File: config.mk
export PLATFORM = sky130hd
export DESIGN_NAME = conv_tile_sequencer
export DESIGN_NICKNAME = d
export VERILOG_FILES = /design/src/rtl/conv_tile_sequencer.sv
export SDC_FILE = /design/constraint.sdc
export NUM_CORES = 1
export LEC_CHECK = 0
export CAP_MARGIN = 10
export CORE_AREA = 2 2 95 97
export CTS_CLUSTER_DIAMETER = 200
export CTS_CLUSTER_SIZE = 25
export DETAILED_ROUTE_END_ITERATION = 16
export DIE_AREA = 0 0 97 99
export GPL_TIMING_DRIVEN = 1
export PLACE_DENSITY_LB_ADDON = 0.25
export RECOVER_POWER = 50
export SLEW_MARGIN = 10
export SYNTH_ARGS = -nofsm -noshare
export SYNTH_HDL_FRONTEND = slang
export SYNTH_SLANG_ARGS = --single-unit
File: constraint.sdc
create_clock -name clk -period 3.82 [get_ports clk]
set_input_delay 0.382 -clock clk [delete_from_list [all_inputs] [get_ports clk]]
set_output_delay 0.382 -clock clk [all_outputs]
set_load 0.02 [all_outputs]
File: src/rtl/conv_tile_sequencer.sv
// Instruction sequencer for the 8x8 systolic core: one start pulse runs a full conv tile.
// Optional drain watchdog is enabled by defining SEQ_TIMEOUT_EN.
module conv_tile_sequencer #(
    parameter int ROW     = 8,
    parameter int COL     = 8,
    parameter int NPIX    = 16,
    parameter int NKIJ    = 9,
    parameter int ADDR_BW = 11,
    parameter int TMO     = 255
) (
    input  logic                    clk,
    input  logic                    reset,
    input  logic                    start,
    input  logic                    abort,
    input  logic                    ofifo_valid,
    output logic [48:0]             inst,
    output logic                    busy,
    output logic                    done,
    output logic                    out_valid,
    output logic [$clog2(NPIX)-1:0] out_idx,
    output logic                    err_timeout
);

    localparam logic [2:0] S_IDLE  = 3'd0;
    localparam logic [2:0] S_WLOAD = 3'd1;
    localparam logic [2:0] S_WPUSH = 3'd2;
    localparam logic [2:0] S_XSTR  = 3'd3;
    localparam logic [2:0] S_DRAIN = 3'd4;
    localparam logic [2:0] S_ACC   = 3'd5;
    localparam logic [2:0] S_DONE  = 3'd6;

    localparam int CMAX_A = (ROW + COL > NPIX + 1) ? ROW + COL : NPIX + 1;
    localparam int CMAX   = (CMAX_A > NKIJ + 3) ? CMAX_A : NKIJ + 3;
    localparam int CW     = $clog2(CMAX);
    localparam int KW     = $clog2(NKIJ + 1);
    localparam int OW     = $clog2(NPIX);
    localparam int PW     = $clog2(NPIX + 1);

    localparam logic [CW-1:0] C_WL_LAST  = CW'(ROW);
    localparam logic [CW-1:0] C_WP_LAST  = CW'(ROW + COL - 1);
    localparam logic [CW-1:0] C_XS_LAST  = CW'(NPIX);
    localparam logic [CW-1:0] C_ACC_LAST = CW'(NKIJ + 2);
    localparam logic [CW-1:0] C_ROW      = CW'(ROW);
    localparam logic [CW-1:0] C_NPIX     = CW'(NPIX);
    localparam logic [CW-1:0] C_NKIJ     = CW'(NKIJ);
    localparam logic [CW-1:0] C_NKIJ1    = CW'(NKIJ + 1);
    localparam logic [CW-1:0] C_TWO      = CW'(2);
    localparam logic [KW-1:0] K_LAST     = KW'(NKIJ - 1);
    localparam logic [OW-1:0] O_LAST     = OW'(NPIX - 1);
    localparam logic [PW-1:0] P_NPIX     = PW'(NPIX);
    localparam logic [ADDR_BW-1:0] A_ROW  = ADDR_BW'(ROW);
    localparam logic [ADDR_BW-1:0] A_NPIX = ADDR_BW'(NPIX);

    localparam logic [48:0] IDLE_WORD = (49'd1 << 18) | (49'd1 << 19) | (49'd1 << 31)
                                      | (49'd1 << 32) | (49'd1 << 36) | (49'd1 << 37);

    // The instruction word carries fixed 11-bit address fields; the psum bank must hold every kij.
    if (ADDR_BW != 11 || NKIJ * NPIX > (1 << ADDR_BW) || TMO < 1) begin : g_param_check
        $error("conv_tile_sequencer: illegal parameter set");
    end

    logic [2:0]    state_q, state_n;
    logic [CW-1:0] c_q, c_n;
    logic [KW-1:0] kij_q, kij_n;
    logic [OW-1:0] o_q, o_n;
    logic [PW-1:0] pops_q, pops_n, wrs_q, wrs_n;
    logic          rd_n, wr_n, timeout_hit;

    logic [48:0]         inst_n;
    logic                out_valid_n, done_n;
    logic [OW-1:0]       out_idx_n;
    logic [ADDR_BW-1:0]  c_a, kij_a, o_a, w_a;

    always_comb begin
        state_n = state_q;
        c_n     = c_q + 1'b1;
        kij_n   = kij_q;
        o_n     = o_q;
        pops_n  = pops_q;
        wrs_n   = wrs_q;
        rd_n    = 1'b0;
        wr_n    = 1'b0;
        case (state_q)
            S_IDLE: begin
                c_n = '0;
                if (start) begin
                    state_n = S_WLOAD;
                    kij_n   = '0;
                end
            end
            S_WLOAD: if (c_q == C_WL_LAST) begin
                state_n = S_WPUSH;
                c_n     = '0;
            end
            S_WPUSH: if (c_q == C_WP_LAST) begin
                state_n = S_XSTR;
                c_n     = '0;
            end
            S_XSTR: if (c_q == C_XS_LAST) begin
                // ofifo_valid is registered into ofifo_rd, so the first pop is scheduled here.
                state_n = S_DRAIN;
                c_n     = '0;
                rd_n    = ofifo_valid;
                pops_n  = PW'(ofifo_valid);
                wrs_n   = '0;
            end
            S_DRAIN: begin
                c_n = '0;
                if (wrs_q == P_NPIX) begin
                    if (kij_q == K_LAST) begin
                        state_n = S_ACC;
                        o_n     = '0;
                    end else begin
                        state_n = S_WLOAD;
                        kij_n   = kij_q + 1'b1;
                    end
                end else begin
                    wr_n   = inst[2];
                    wrs_n  = wrs_q + PW'(inst[2]);
                    rd_n   = ofifo_valid && (pops_q != P_NPIX);
                    pops_n = pops_q + PW'(rd_n);
                end
            end
            S_ACC: if (c_q == C_ACC_LAST) begin
                c_n = '0;
                if (o_q == O_LAST) state_n = S_DONE;
                else               o_n     = o_q + 1'b1;
            end
            S_DONE: begin
                state_n = S_IDLE;
                c_n     = '0;
            end
            default: state_n = S_IDLE;
        endcase
        if (abort || timeout_hit) begin
            state_n = S_IDLE;
            c_n     = '0;
            rd_n    = 1'b0;
            wr_n    = 1'b0;
        end
    end

    // Outputs are decoded from the next state so the registered word matches the phase it describes.
    always_comb begin
        inst_n      = IDLE_WORD;
        out_valid_n = 1'b0;
        done_n      = 1'b0;
        out_idx_n   = out_idx;
        c_a         = ADDR_BW'(c_n);
        kij_a       = ADDR_BW'(kij_n);
        o_a         = ADDR_BW'(o_n);
        w_a         = ADDR_BW'(wrs_q);
        case (state_n)
            S_WLOAD: begin
                if (c_n < C_ROW) begin
                    inst_n[36]    = 1'b0;
                    inst_n[48:38] = kij_a * A_ROW + c_a;
                end
                if (c_n != '0) inst_n[3] = 1'b1;
            end
            S_WPUSH: begin
                inst_n[4] = 1'b1;
                inst_n[6] = 1'b1;
            end
            S_XSTR: begin
                if (c_n < C_NPIX) begin
                    inst_n[19]   = 1'b0;
                    inst_n[17:7] = kij_a * A_NPIX + c_a;
                end
                if (c_n != '0) begin
                    inst_n[0] = 1'b1;
                    inst_n[1] = 1'b1;
                    inst_n[5] = 1'b1;
                end
            end
            S_DRAIN: begin
                inst_n[2] = rd_n;
                if (wr_n) begin
                    inst_n[32]    = 1'b0;
                    inst_n[31]    = 1'b0;
                    inst_n[30:20] = kij_a * A_NPIX + w_a;
                end
            end
            S_ACC: begin
                if (c_n == '0) inst_n[34] = 1'b1;
                if (c_n != '0 && c_n <= C_NKIJ) begin
                    inst_n[32]    = 1'b0;
                    inst_n[30:20] = (c_a - 1'b1) * A_NPIX + o_a;
                end
                if (c_n >= C_TWO && c_n <= C_NKIJ1) inst_n[33] = 1'b1;
                if (c_n == C_ACC_LAST) begin
                    out_valid_n = 1'b1;
                    out_idx_n   = o_n;
                end
            end
            S_DONE: done_n = 1'b1;
            default: ;
        endcase
    end

    always_ff @(posedge clk) begin
        if (reset) begin
            state_q   <= S_IDLE;
            c_q       <= '0;
            kij_q     <= '0;
            o_q       <= '0;
            pops_q    <= '0;
            wrs_q     <= '0;
            inst      <= IDLE_WORD;
            busy      <= 1'b0;
            done      <= 1'b0;
            out_valid <= 1'b0;
            out_idx   <= '0;
        end else begin
            state_q   <= state_n;
            c_q       <= c_n;
            kij_q     <= kij_n;
            o_q       <= o_n;
            pops_q    <= pops_n;
            wrs_q     <= wrs_n;
            inst      <= inst_n;
            busy      <= (state_n != S_IDLE);
            done      <= done_n;
            out_valid <= out_valid_n;
            out_idx   <= out_idx_n;
        end
    end

`ifdef SEQ_TIMEOUT_EN
    localparam int TW = $clog2(TMO + 1);
    localparam logic [TW-1:0] T_LAST = TW'(TMO - 1);

    logic [TW-1:0] to_q;
    logic          err_q;

    assign timeout_hit = (state_q == S_DRAIN) && (to_q == T_LAST);

    // Counter restarts on every pop and is zero outside DRAIN, so entry counts as a fresh start.
    always_ff @(posedge clk) begin
        if (reset) begin
            to_q  <= '0;
            err_q <= 1'b0;
        end else begin
            if (state_q != S_DRAIN || inst[2] || timeout_hit) to_q <= '0;
            else                                              to_q <= to_q + 1'b1;
            if (state_q == S_IDLE && start && !abort) err_q <= 1'b0;
            else if (timeout_hit && !abort)           err_q <= 1'b1;
        end
    end

    assign err_timeout = err_q;
`else
    assign timeout_hit = 1'b0;
    assign err_timeout = 1'b0;
`endif

endmodule

# Word level (Yosys, flattened, before mapping)
# Index checks and enable logic that the tools add are counted.
[classes] n_mul=0 mux=51 div_mod_pow=0 eq_ne=23 reduce_logical=18 magnitude_cmp=5 n_shift=0 bitwise_logic=6 add_sub_neg=10
[ops] op="$mux 5" n=9
[ops] op="$mux 4" n=7
[ops] op="$mux 3" n=9
[ops] op="$pmux 5 s5" n=1
[ops] op="$pmux 11 s2" n=1
[ops] op="$eq 5x4->1 const B" n=4
[ops] op="$pmux 5 s2" n=2
[ops] op="$add 8x5->9" n=2
[ops] op="$eq 3x3->1 const B" n=6
[ops] op="$pmux 3 s6" n=1
[ops] op="$pmux 4 s2" n=2
[ops] op="$mux 1" n=14
[ops] op="$mux 13" n=1
[ops] op="$eq 3x2->1 const B" n=4
[ops] op="$reduce_or 3->1" n=4
[ops] op="$add 10x5->11" n=1
[ops] op="$mux 11" n=1
[ops] op="$add 5x1->5" n=2
[ops] op="$eq 5x5->1 const B" n=2
[ops] op="$le 5x4->1 const B" n=2
[ops] op="$add 4x1->4 const B" n=2
[ops] op="$add 7x5->8" n=1
[ops] op="$eq 4x4->1 const B" n=2
[ops] op="$reduce_or 2->1" n=4
[ops] op="19 further kinds" n=29
[totals] regBits=82 n_memories=0 mem_bits_rw=0 wordCells=132 rom_bits=0 latchBits=0 out_inout_bits=57 input_bits=5

# Depth between registers and ports, before layout
[logic_depth] ltp_word=8 ltp_mapped=14 ltp_nobuf=14

# Least setup slack after synthesis
# OpenSTA, ideal clock, no wires.
[synth_timing] kind="register -> register" start="reg c_q[0]" end="reg out_idx[3]" path_slack_ns=1.048 path_buffers=0 setup_ns=0.071 arrival_time_ns=2.702 path_stages_with_launch=13 period_less_slack_ns=2.772 cell_sequence="dfxtp_1 -> inv_1 -> ha_1 -> mux2_2 -> a221o_1 -> and2_0 -> nor2_1 -> ha_1 -> nand2_1 -> a211oi_1 -> nand3_1 -> or2_2 -> a21oi_1"
[synth_via] elab_chain_len=6 word_cells_on_any_way=22 cone_classes="add/sub (1); eq/ne (6); mux (14); reduce/logical (1)"
[synth_rtl] element="from (decl)" line="63" text="logic [CW-1:0] c_q, c_n;"
[synth_rtl] element="from (signal assigned)" line="216" text="c_q <= c_n;"
[synth_rtl] element="$add 5x1->5 (tied with other cells)" line="76" text="c_n = c_q + 1'b1;"
[synth_rtl] element="$mux 5, on equally long branches"
[synth_rtl] element="$pmux 5 s5 *" line="83" text="case (state_q)"
[synth_rtl] element="$mux 5 *" line="135" text="if (abort || timeout_hit) begin"
[synth_rtl] element="via c_n[0]" line="63"
[synth_rtl] element="$eq 5x4->1 *" line="191" text="if (c_n == C_ACC_LAST) begin"
[synth_rtl] element="$reduce_and 2->1 (no source line) *"
[synth_rtl] element="to (signal assigned)" line="225" text="out_idx <= out_idx_n;"
[synth_rtl] element="to (decl)" line="20" text="output logic [$clog2(NPIX)-1:0] out_idx,"
# Mark *: on every way through the listed nets, which the timed path passes. The rest lies on a longest branch.
# A chain may end at the register's enable or synchronous reset.

# Final worst setup path
# Ends and elaborated chain as after synthesis.

==> metrics.csv <==
metric,value,unit
cts_tree,built,
postSynthCellCount,371,
die_h,99,um
p_int,976.8,uW
track_usage,15.83,%
cts_max_level,3,
tightestPinTransition,977.9,ps
cts_setup_buffers,0,
io_pins,62,
routedWlPerCell,14.25,um
cts-root-buf,clkbuf_8,
crit_slowest_cell,dfxtp_1,
crit_buf_inv,1,
dr.pass1.iters,5,
drc,0,
vias_per_cell,5.044,
ir_drop,138.5,uV
worstSetupEndpointType,flip-flop,
finalMaxSlewViolations,0,
status,"finished, final reports clean",
core.rowCount,34,
insertion_delay,350,ps
fp.dieArea,9603,um^2
grt_first_pass_wirelength,12.05,mm
cts.path.max_buffers,2,
num_vias,2653,
pwr-share-clk,39.7,%
hpwl,5.707,mm
cp_data_arrival_time,3490,ps
synthArstFlopShare,0,%
swShare,24.64,%
hold_buffers,0,
cpPeakStageDelay,410,ps
power_density,322.6,nW/um^2
synth-edff-count,0,
ant_nets,0,
hp-class,flip-flop to flip-flop,
seqCellArea,1401,um^2
io_buffers,52,
power_frac_comb,3.6,%
core,8551,um^2
crit_fanout,6,
busiest_layer,met2,
multi_input_area,1712,um^2
seqPwrFrac,56.6,%
antenna_found_initial,0,
drive_above_1_share,7.177,%
crit_chain,inv_1 > ha_1 > and4bb_1 > a221o_1 > and2_0 > nor2_1 > ha_1 > nand2_1 > a211oi_1 > nand3_1 > or2_2 > a21oi_1,
grt.overflow.total,0,
ctsResizeCount,0,
syn-cell-area,3338,um^2
place_congestion,0.8247,
nNetsFinal,440,
diodes,0,
ys_seq_elements,70,
crit_required,4100,ps
cts_sinks,70,
setup_viol,0,
synthFlopType,dfxtp_1,
syn_area_per_cell,8.998,um^2
finClkSkew,6.926,ps
clk_pin_slew,80,ps
crit_family,simple AND/OR/NAND/NOR gates,
min_period,3211,ps
setup.worst_path.start_class,flip-flop,
design_area,4018,um^2
p_leak,0.001721,uW
area_delta_synth_final,20.35,%
crit_path_frequent_cell,ha_1,
fmax,311.4,MHz
ys_seq_area_share,41.98,%
met1_usage,20.10,%
grt_pass1_vias,2490,
hold_viol,0,
synth_warnings,0,
finalCritPeriodShare,84.05,%
met2_usage,26.12,%
drv_cap,0,
drtIter0Drc,133,
rsz0062_at_grt,false,
use_met3,3.121,%
postLayoutSetupSlackWorst,609.2,ps
placed_area,3855,um^2
nFillCells,852,
fin_setup_tns,0,ps
grt_max_degree,24,
totalWireLength,7.493,mm
switchingPower,319.4,uW
place_ws,584.5,ps
synthDistinctLibCells,64,
cts_made_buffers,9,
path_class,flip-flop to flip-flop,
chipWidth,97,um
slew_headroom,34.12,%
start_util,39.04,%
[cells in the final DEF (no fill, tap or decap), drive strengths merged, types with 3 or more instances in the layout]
cell	instances
dfxtp	70
nor2	53
dlygate4sd3	48
nand2	24
ha	20
inv	20
nand3	14
o21ai	10
xor2	10
nor3	10
a21oi	9
conb	9
clkbuf	9
nor2b	8
xnor2	6
mux2i	6
a31oi	6
and3	5
nand4	5
nand2b	4
a22o	4
clkdlybuf4s50	4
nor4b	3
a221o	3
nand3b	3
nor4	3
or2	3
clkinv	3
and2	3
[sequential cells by signal (all words and copies together) (netlist names)]
signal and flops:
inst 37, out_valid 1, out_idx 4, pops_q 5
kij_q 4, state_q 3, o_q 4, busy 1
wrs_q 5, done 1, c_q 5
[synth_stat cells, types with 4 or more instances]
master    count  share of area [%]
dfxtp_1      70                 42
nor2_1       53                6.0
nand2_1      24                2.7
ha_1         20                7.5
inv_1        19                2.1
buf_4        14                3.1
nand3_1      14                2.1
clkbuf_1     10                1.1
o21ai_0      10                1.5
xor2_1       10                2.6
a21oi_1       9                1.3
nor3_1        9                1.3
nor2b_1       8                1.5
a31oi_1       6                1.1
mux2i_1       6                1.8
xnor2_1       6                1.6
and3_1        5               0.94
nand4_1       5               0.94
a22o_1        4                1.0
nand2b_1      4               0.75
[power groups by stage]
stage / sequential (uW) / clock, uW / combinational, uW
floorplan: 750 / 0 / 41.5
global placement: 751 / 0 / 47.3
detailed placement: 751 / 0 / 47.7
CTS: 734 / 535 / 47.9
global route: 734 / 569 / 52.0
finish: 734 / 515 / 47.3
[worst min-delay path, stage by stage (launching register included)]
cell and delay, ps:
dfxtp_1 310, nand2_1 50, a21oi_1 60
[stage by stage]
| step | total power [uW] | instances | util, % | hold WS (ps) |
|---|---|---|---|---|
| after floorplan | 791.8 | 378 | - | 462.6 |
| after global placement | 798.2 | 511 | 45.08 | 460.1 |
| after detailed placement | 798.7 | 511 | 45.08 | 452.7 |
| after CTS | 1316 | 526 | 46.99 | 474.0 |
| after global routing | 1355 | 526 | 46.99 | 479.3 |
| final | 1296 | 526 | 46.99 | 471.6 |
[cell type report]
class / count / share of cell area [%]
Tap cell: 108 / 3.363
Inverter: 19 / 1.775
Timing Repair Buffer: 54 / 13.33
Clock inverter: 6 / 0.9654
Multi-Input combinational cell: 260 / 42.60
Clock buffer: 9 / 3.083
Sequential cell: 70 / 34.88
[layer usage]
| layer | routed length [um] | part of all wire [%] |
|---|---|---|
| met1 | 3446 | 46 |
| met5 | 0 | 0 |
| met4 | 100 | 1.3 |
| met3 | 297 | 4.0 |
| met2 | 3649 | 49 |
[kinds of logic after synthesis]
logic type	Yosys count	share of synthesized area, %
AOI/OAI and AO/OA	50	10.38
xor gates and xnor gates	16	4.198
adders and majority gates	21	8.096
buffers and inverters	48	7.534
DFF	70	41.98
muxes	7	2.136
other	2	0.2250
and+or+nand+nor	157	25.45
[final timing paths]
path,depth (start not counted),end,startpoint,slack [ps]
max reg2reg,12,out_idx[3]$_SDFFE_PP0P_,c_q[0]$_SDFF_PP0_,610
min,2,out_idx[3]$_SDFFE_PP0P_,out_idx[3]$_SDFFE_PP0P_,470
max,12,out_idx[3]$_SDFFE_PP0P_,c_q[0]$_SDFF_PP0_,610
min reg2reg,2,out_idx[3]$_SDFFE_PP0P_,out_idx[3]$_SDFFE_PP0P_,470
(Power assumes the default switching activity.)
